<file path="config.mk">
export PLATFORM = sky130hd
export DESIGN_NAME = puf_meas_ctrl
export DESIGN_NICKNAME = d
export VERILOG_FILES = /design/src/rtl/puf_pkg.sv /design/src/rtl/puf_sync2.sv /design/src/rtl/puf_meas_ctrl.sv
export SDC_FILE = /design/constraint.sdc
export NUM_CORES = 1
export LEC_CHECK = 0
export ABC_AREA = 1
export ABC_CLOCK_PERIOD_IN_PS = 2700
export CORE_AREA = 4 4 75 77
export CTS_CLUSTER_DIAMETER = 80
export CTS_CLUSTER_SIZE = 30
export DETAILED_ROUTE_END_ITERATION = 8
export DIE_AREA = 0 0 79 81
export PLACE_DENSITY = 0.84
export SLEW_MARGIN = 30
export SYNTH_ARGS = -nofsm -noshare
export SYNTH_HDL_FRONTEND = slang
export SYNTH_SLANG_ARGS = --single-unit
</file>
<file path="constraint.sdc">
create_clock -name clk -period 2.7 [get_ports clk]
set_input_delay 0.405 -clock clk [delete_from_list [all_inputs] [get_ports clk]]
set_output_delay 0.405 -clock clk [all_outputs]
set_load 0.03 [all_outputs]
</file>
<file path="src/rtl/puf_pkg.sv">
// Shared definitions for the ring-oscillator PUF measurement controller.
// Contents:
//   meas_state_e  - measurement sequencer states
//   DEF_*         - default parameter values for puf_meas_ctrl
//   timer_width() - width needed by the shared state timer
package puf_pkg;

  typedef enum logic [2:0] {
    IDLE,
    CLEAR,
    GATE,
    WAIT_DONE,
    COMPARE,
    DONE,
    ERR
  } meas_state_e;

  localparam int DEF_CNT_W          = 32;
  localparam int DEF_NUM_BITS       = 8;
  localparam int DEF_CLR_CYCLES     = 4;
  localparam int DEF_GATE_CYCLES    = 1024;
  localparam int DEF_TIMEOUT_CYCLES = 4096;

  // The one timer serves both the gate window and the timeouts, so it must
  // be able to hold whichever of the two limits is larger.
  function automatic int timer_width(input int gate_cycles, input int timeout_cycles);
    int max_cycles;
    max_cycles = (gate_cycles > timeout_cycles) ? gate_cycles : timeout_cycles;
    return $clog2(max_cycles + 1);
  endfunction

endpackage

</file>
<file path="src/rtl/puf_sync2.sv">
// Two-flop synchronizer that brings a level signal from a ring-oscillator
// clock domain into the system clock domain.
// Ports:
//   clk - system clock
//   rst - synchronous active-low reset; clears both flops
//   d   - asynchronous level input
//   q   - synchronized level output (two clk cycles of latency)
module puf_sync2 (
  input  logic clk,
  input  logic rst,
  input  logic d,
  output logic q
);

  logic meta;

  // The first flop may go metastable; the second gives it a full cycle to settle.
  always_ff @(posedge clk) begin
    if (!rst) begin
      meta <= 1'b0;
      q    <= 1'b0;
    end else begin
      meta <= d;
      q    <= meta;
    end
  end

endmodule

</file>
<file path="src/rtl/puf_meas_ctrl.sv">
// Initiator side of a ring-oscillator counter pair. For each of NUM_BITS RO
// pairs it clears both counters, opens a fixed gate window, waits for both
// counters to report done, and records whether counter A beat counter B.
// The assembled response word is returned through a valid/ready handshake.
// Ports:
//   clk, rst              - system clock, synchronous active-low reset
//   start                 - request a full measurement (honoured only in IDLE)
//   busy                  - high whenever the sequencer is not idle
//   pair_sel              - RO pair currently routed to counters A/B
//   ro_en                 - enables the selected ring oscillators
//   cnt_clear, cnt_ctrl   - clear and count-enable to both counters
//   cnt_done_a/b          - counter done levels (RO domains, synchronized here)
//   cnt_a, cnt_b          - counter values, frozen while done is high
//   resp, resp_valid      - response word and its valid flag
//   resp_ready            - consumer accepts resp
//   err_timeout           - sticky timeout flag, cleared by the next start
module puf_meas_ctrl
  import puf_pkg::*;
#(
  parameter int CNT_W          = DEF_CNT_W,
  parameter int NUM_BITS       = DEF_NUM_BITS,
  parameter int CLR_CYCLES     = DEF_CLR_CYCLES,
  parameter int GATE_CYCLES    = DEF_GATE_CYCLES,
  parameter int TIMEOUT_CYCLES = DEF_TIMEOUT_CYCLES
) (
  input  logic                        clk,
  input  logic                        rst,
  input  logic                        start,
  output logic                        busy,
  output logic [$clog2(NUM_BITS)-1:0] pair_sel,
  output logic                        ro_en,
  output logic                        cnt_clear,
  output logic                        cnt_ctrl,
  input  logic                        cnt_done_a,
  input  logic                        cnt_done_b,
  input  logic [CNT_W-1:0]            cnt_a,
  input  logic [CNT_W-1:0]            cnt_b,
  output logic [NUM_BITS-1:0]         resp,
  output logic                        resp_valid,
  input  logic                        resp_ready,
  output logic                        err_timeout
);

  localparam int SEL_W = $clog2(NUM_BITS);
  localparam int TMR_W = timer_width(GATE_CYCLES, TIMEOUT_CYCLES);

  // The timer reads 0 in the first cycle of a state, so "N cycles have
  // elapsed" is reached when it shows N-1.
  localparam logic [TMR_W-1:0] CLR_LAST     = TMR_W'(CLR_CYCLES - 1);
  localparam logic [TMR_W-1:0] GATE_LAST    = TMR_W'(GATE_CYCLES - 1);
  localparam logic [TMR_W-1:0] TIMEOUT_LAST = TMR_W'(TIMEOUT_CYCLES - 1);
  localparam logic [SEL_W-1:0] PAIR_LAST    = SEL_W'(NUM_BITS - 1);

  meas_state_e      state;
  meas_state_e      state_next;
  logic [TMR_W-1:0] timer;
  logic             done_a_s;
  logic             done_b_s;

  puf_sync2 u_sync_a (
    .clk (clk),
    .rst (rst),
    .d   (cnt_done_a),
    .q   (done_a_s)
  );

  puf_sync2 u_sync_b (
    .clk (clk),
    .rst (rst),
    .d   (cnt_done_b),
    .q   (done_b_s)
  );

  // State register.
  always_ff @(posedge clk) begin
    if (!rst) begin
      state <= IDLE;
    end else begin
      state <= state_next;
    end
  end

  // Next-state and counter-control decode. Leaving CLEAR requires both
  // synchronized done levels to be low, which proves the clear actually
  // reached both RO domains rather than trusting a stale done.
  always_comb begin
    state_next = state;
    busy       = 1'b1;
    ro_en      = 1'b0;
    cnt_clear  = 1'b0;
    cnt_ctrl   = 1'b0;
    resp_valid = 1'b0;
    case (state)
      IDLE: begin
        busy = 1'b0;
        if (start) begin
          state_next = CLEAR;
        end
      end
      CLEAR: begin
        cnt_clear = 1'b1;
        ro_en     = 1'b1;
        if (timer >= CLR_LAST && !done_a_s && !done_b_s) begin
          state_next = GATE;
        end else if (timer >= TIMEOUT_LAST) begin
          state_next = ERR;
        end
      end
      GATE: begin
        cnt_ctrl = 1'b1;
        ro_en    = 1'b1;
        if (timer == GATE_LAST) begin
          state_next = WAIT_DONE;
        end
      end
      WAIT_DONE: begin
        ro_en = 1'b1;
        if (done_a_s && done_b_s) begin
          state_next = COMPARE;
        end else if (timer >= TIMEOUT_LAST) begin
          state_next = ERR;
        end
      end
      COMPARE: begin
        ro_en      = 1'b1;
        state_next = (pair_sel == PAIR_LAST) ? DONE : CLEAR;
      end
      DONE: begin
        resp_valid = 1'b1;
        if (resp_ready) begin
          state_next = IDLE;
        end
      end
      ERR: begin
        state_next = IDLE;
      end
      default: begin
        state_next = IDLE;
      end
    endcase
  end

  // Shared cycle timer: restarts from zero on every state change and
  // saturates so a long stay in IDLE or DONE cannot wrap it.
  always_ff @(posedge clk) begin
    if (!rst) begin
      timer <= '0;
    end else if (state_next != state) begin
      timer <= '0;
    end else if (timer != '1) begin
      timer <= timer + 1'b1;
    end
  end

  // Pair index, response bits and the sticky timeout flag. The counter
  // values are only looked at in COMPARE, when both counters are frozen,
  // so they need no synchronization. An aborted run keeps its partial bits.
  always_ff @(posedge clk) begin
    if (!rst) begin
      pair_sel    <= '0;
      resp        <= '0;
      err_timeout <= 1'b0;
    end else begin
      case (state)
        IDLE: begin
          if (start) begin
            pair_sel    <= '0;
            err_timeout <= 1'b0;
          end
        end
        COMPARE: begin
          resp[pair_sel] <= (cnt_a > cnt_b);
          if (pair_sel != PAIR_LAST) begin
            pair_sel <= pair_sel + 1'b1;
          end
        end
        ERR: begin
          err_timeout <= 1'b1;
        end
        default: begin
        end
      endcase
    end
  end

endmodule

</file>
=== After elaboration in Yosys (flattened, before gate mapping) ===
Cells that the tools add are included.

* $lt $le $gt $ge: 5
* Divide/modulo/power cells: 0
* Bitwise gates (word level): 1
* Reduce and logical (&&, ||, !) cells: 13
* Multipliers: 0
* Equal/unequal tests: 13
* Add/sub/neg operators: 2
* Mux-type cells: 21
* Shift-type cells: 0

{| class="wikitable"
|+ Operators by type and width
! cell !! number
|-
| $gt A32 B32 Y1 || 1
|-
| $mux W3 || 9
|-
| $pmux W3 S6 || 1
|-
| $add A13 B1 Y13 const B || 1
|-
| $eq A13 B10 Y1 const B || 1
|-
| $ge A13 B12 Y1 const B || 1
|-
| $ge A13 B2 Y1 const B || 1
|-
| $ne A13 B13 Y1 const B || 1
|-
| $eq A3 B3 Y1 const B || 4
|-
| $bwmux W8 || 1
|-
| $mux W1 || 7
|-
| $eq A3 B2 Y1 const B || 2
|-
| $pmux W3 S2 || 1
|-
| $logic_and A1 B1 Y1 || 4
|-
| $lt A3 B4 Y1 const B || 1
|-
| $ne A2 B2 Y1 const B || 2
|-
| $reduce_bool A2 Y1 || 2
|-
| $reduce_or A4 Y1 || 1
|-
| $add A3 B1 Y3 const B || 1
|-
| $demux W1 S3 || 1
|-
| $eq A3 B1 Y1 const B || 1
|-
| $ge A3 B1 Y1 const B || 1
|-
| $logic_not A3 Y1 || 1
|-
| $ne A3 B3 Y1 || 1
|-
| other kinds (7) || 8
|}

* Memories: 0
* Output and inout port bits: 17
* Bits in read-only memories: 0
* RAM bits: 0
* Bits of input ports: 70
* Word-level logic and storage cells: 64
* Latch bits: 0
* Register bits: 32

=== Logic depth before layout (Yosys ltp) ===
* Depth after elaboration: 7
* Gate-level depth with buffers: 16
* Depth with buffers taken out: 15

=== Hierarchy ===
Synthesis repeated with hierarchy kept, for this count alone.

* Cells, all modules: 359
* Area total of the unflattened synthesis: 2446.1 um2

{| class="wikitable"
|+ By module, submodules not included
! module !! area an instance (um2) !! cells an instance !! times used
|-
| puf_meas_ctrl || 2336.0 || 347 || 1
|-
| puf_sync2 || 55.1 || 6 || 2
|}

=== Least setup slack after synthesis ===
No wires, ideal clock.

* Kind: register -> register
* Start: register state[0]
* End: register timer[0]
* Period minus slack after synthesis: 1.804 ns
* Data required time: 2.638 ns
* Path slack: 0.896 ns
* Arrival: 1.742 ns
* Cell stages (with the launch flop): 12
* Setup time: 0.062 ns
* Cells stage by stage: dfxtp_1 -> inv_2 -> nor3_2 -> inv_1 -> nand2_1 -> o21ai_1 -> nand3_1 -> nand2_1 -> nor2_2 -> nand2_2 -> buf_6 -> nor2_2

* Cells in the longest elaborated chain, start to end: 5

{| class="wikitable"
|+ RTL lines
! what !! line !! text
|-
| start: declaration || puf_meas_ctrl.sv:54 || <nowiki>meas_state_e state;</nowiki>
|-
| start signal: assignment || puf_meas_ctrl.sv:79 || <nowiki>state <= state_next;</nowiki>
|-
| $mux W3 || puf_meas_ctrl.sv:105, puf_meas_ctrl.sv:120 ||
|-
| $mux W3 (on tied branches) || puf_meas_ctrl.sv:118, puf_meas_ctrl.sv:103 ||
|-
| $pmux W3 S6 || puf_meas_ctrl.sv:93 || <nowiki>case (state)</nowiki>
|-
| $ne A3 B3 Y1 * || puf_meas_ctrl.sv:148 || <nowiki>end else if (state_next != state) begin</nowiki>
|-
| $reduce_or A2 Y1 (no source line) * || -- ||
|-
| end signal: assignment || puf_meas_ctrl.sv:151 || <nowiki>timer <= timer + 1'b1;</nowiki>
|-
| end: declaration || puf_meas_ctrl.sv:56 || <nowiki>logic [TMR_W-1:0] timer;</nowiki>
|}

Mark *: on every way between the ends. The rest lies on a longest branch, timed or not.
A chain may end at the register's enable or synchronous reset.

=== Worst setup path after layout ===
* Start: register state[0]
* End: output port ro_en

* Cells in the longest elaborated chain, start to end: 3

{| class="wikitable"
|+ RTL lines
! what !! line !! text
|-
| $eq A3 B3 Y1 (tied with other cells) || puf_meas_ctrl.sv:93 ||
|-
| $reduce_or A4 Y1 (no source line) * || -- ||
|-
| $mux W1 * || puf_meas_ctrl.sv:93 ||
|-
| end: declaration || puf_meas_ctrl.sv:31 || <nowiki>output logic ro_en,</nowiki>
|}

Marks and branches as above.

==> impl_metrics.toml <==
[sta]
slew_viol_final = 0
rsz0062_at_grt = "false"
fin_crit_ns = 2.33
worstMarginPinSlew_ns = 0.535
hold_viol_final = 0
max_slew_margin = 0.642
setup_violations = 0
fmax_mhz = 429
min_period_over_period = 0.864
setup_tns_ns = 0
whs_ns = 0.414
fin_worst_skew_ns = 0.00235

[setup_path]
crit_arrival_ns = 1.93
r2r-start = "timer[0]"
worstPathCellList = "inv_2 -> nor3_2 -> inv_1 -> nand3b_1 -> clkdlybuf4s50_1"
startpoint_type = "register"
crit_type = "register to output pin"
r2r_end = "timer[10]"
r2r_slack_ns = 0.67
r2r_cells = 11
cp.depth = 5
cpLargestDelayFamily = "buffers and inverters"
required_ns = 2.30
critPathBufInv = 3
critPathSlowestCell = "clkdlybuf4s50_1"
cp_max_fo = 6
critical-path-max-stage-delay_ns = 0.66
worst_setup_path_end_kind = "output pin"

[synthesis]
ys_seq_area_frac = 0.268
yosys.area_share.simple = 0.283
synthArstFlopShare = 0
synthesis.area_sq_mm = 0.00239
yosys_warnings = 0
synth_nets = 456
synthAdderAreaFrac = 0.183
synth-xor-area-share = 0.0402
synth_edf_count = 0
synth_cells = 351
avgSynthCellArea_sq_um = 6.82
ys_ff_latch = 32
synth-compound-area-share = 0.113
synth_mux_area_frac = 0.00470
synthFlopType = "dfxtp_1"
synth_top_family_by_area = "simple AND/OR/NAND/NOR gates"
synthDistinctLibCells = 26

[floorplanning]
core_sq_mm = 0.00501
start_util = 0.478
dieWidth_um = 79
io_pins = 87
row_count = 26
die_y_um = 81
die_area_sq_mm = 0.00640

[drt]
drc_errors = 0
wl_um = 6020
wire_per_inst_um = 11.7
vias = 2495
first_pass_iters = 4
first_iter_violations = 84
avgViaCountPerCell = 4.86
detail-route-antenna-nets = 0

[min_path]
worstHoldStart = "u_sync_b.meta"
min_path_cells = 2
hold_class = "register to register"
hold_end = "u_sync_b.q"

[finish]
antenna_cells = 0
n_fill_cell = 436
area_growth_pct = 43.6
drive_gt1_frac = 0.0745
stdcell_count = 513
nets = 547

[cts]
cts_resized = 0
numCtsBuffers = 5
cts_tree = "yes"
clock_sinks = 32
cts_hold_buf = 0
clockBufferDepth = 2
cts_setup_buffers = 0
clkSlewWorstSetupHoldPaths_ns = 0.07
clk_latency_ns = 0.28
cts_max_level = 2
cts-root-buf = "clkbuf_8"

[placement]
place_hpwl_um = 5080
place_inst = 505
gp_congestion = 0.836
io_buffers = 86

[flow_run]
drv_cap = 0

[global_route]
busiest_layer = "met2"
use_met3 = 0.0499
met1_usage = 0.226
antenna_found_initial = 0
grt_pass1_wl_um = 10200
grt_use_total = 0.199
use_met2 = 0.359
grt_max_degree = 17
overflow = 0
grt_pass1_vias = 2475

[pwr]
p_sw_uw = 335
finalPower_uw = 1260
p_leak_uw = 0.00163
p_int_uw = 924
power.density_mw_per_mm2 = 366
vdd_drop_max_v = 0.000240
pwr-share-seq = 0.393
comb_power_share = 0.248
pwr-share-clk = 0.359
swShare = 0.266

[run_status]
status = "completed"
## cells in the final DEF, fill, tap and decap left out, drive strengths merged, types with 6 or more instances in the layout
master / instances
nor2: 53
a21oi: 33
inv: 65
ha: 35
nand3: 16
nand2: 70
o21ai: 16
nand4: 6
dfxtp: 32
clkdlybuf4s50: 86
xor2: 7
## kinds of logic after synthesis
| family | Yosys count |
|---|---|
| XOR/XNOR | 11 |
| AND/OR/NAND/NOR | 153 |
| flip-flops | 32 |
| adder cells (fa/ha/maj) | 35 |
| buffers and inverters | 67 |
| multiplexers | 1 |
| AO/OA/AOI/OAI | 52 |
## synth_stat cells (2+ instances only)
| library cell | instances | area share |
|---|---|---|
| a21oi_1 | 32 | 0.067 |
| nand2_2 | 3 | 0.0078 |
| nand3_1 | 15 | 0.031 |
| a211oi_1 | 2 | 0.0063 |
| nand3b_1 | 2 | 0.0063 |
| nor3_1 | 4 | 0.0084 |
| ha_1 | 35 | 0.18 |
| nand2_1 | 67 | 0.11 |
| inv_1 | 61 | 0.096 |
| inv_2 | 4 | 0.0063 |
| xor2_1 | 7 | 0.026 |
| dfxtp_1 | 32 | 0.27 |
| xnor2_1 | 4 | 0.015 |
| nor2_2 | 14 | 0.037 |
| nor2_1 | 39 | 0.061 |
| o21ai_0 | 15 | 0.031 |
| nand4_1 | 6 | 0.016 |
## flip-flops by register name, indices dropped and copies added (netlist names)
| register | cells |
|---|---|
| err_timeout | 1 |
| pair_sel | 3 |
| resp | 8 |
| state | 3 |
| timer | 13 |
| u_sync_a.meta | 1 |
| u_sync_a.q | 1 |
| u_sync_b.meta | 1 |
| u_sync_b.q | 1 |
## metal layers
layer  vias to the layer above  part of all wire
li1                       1300                 -
met1                      1103              0.41
met2                        78              0.51
met3                        14             0.060
met4                         0             0.027
met5                         -                 0
## how the worst max path moves through the flow
stage,slack (ns),end,startpoint
final,0.37,ro_en,state[0]
after global placement,0.26,resp[5],cnt_b[31]
after global routing,0.21,ro_en,state[0]
after CTS,0.35,ro_en,state[0]
after floorplan,0.90,timer[0],state[0]
after detailed placement,0.20,resp[1],cnt_b[31]
## metrics by stage
stage	worst slack, ns	utilization	cell area (sq um)
after detailed placement	0.205	0.664	3330
after floorplan	0.896	-	2390
after CTS	0.349	0.687	3440
final	0.367	0.687	3440
after global routing	0.206	0.687	3440
after global placement	0.263	0.664	3330
## power groups by stage
stage                     Clock [uW]  Sequential (uW)  Combinational [uW]
after floorplan                    0              509                 157
after global placement             0              505                 301
after detailed placement           0              505                 310
after CTS                        461              494                 313
after global routing             484              496                 350
final                            452              495                 312
## area by class of cell
| class | count | area [sq um] | share of cell area |
|---|---|---|---|
| clock buffer | 5 | 68.8 | 0.0200 |
| clock inverter | 3 | 42.5 | 0.0124 |
| inverter | 65 | 244 | 0.0709 |
| multi-input combinational | 252 | 1500 | 0.435 |
| sequential | 32 | 641 | 0.186 |
| tap | 70 | 87.6 | 0.0255 |
| timing repair buffer | 86 | 861 | 0.250 |
## worst min-delay path, delay by kind of cell (launching register included)
kind	cells	cell delay, ns
flops	1	0.31
simple gates	1	0.04
buf+inv	1	0.04
(Power assumes the default switching activity.)
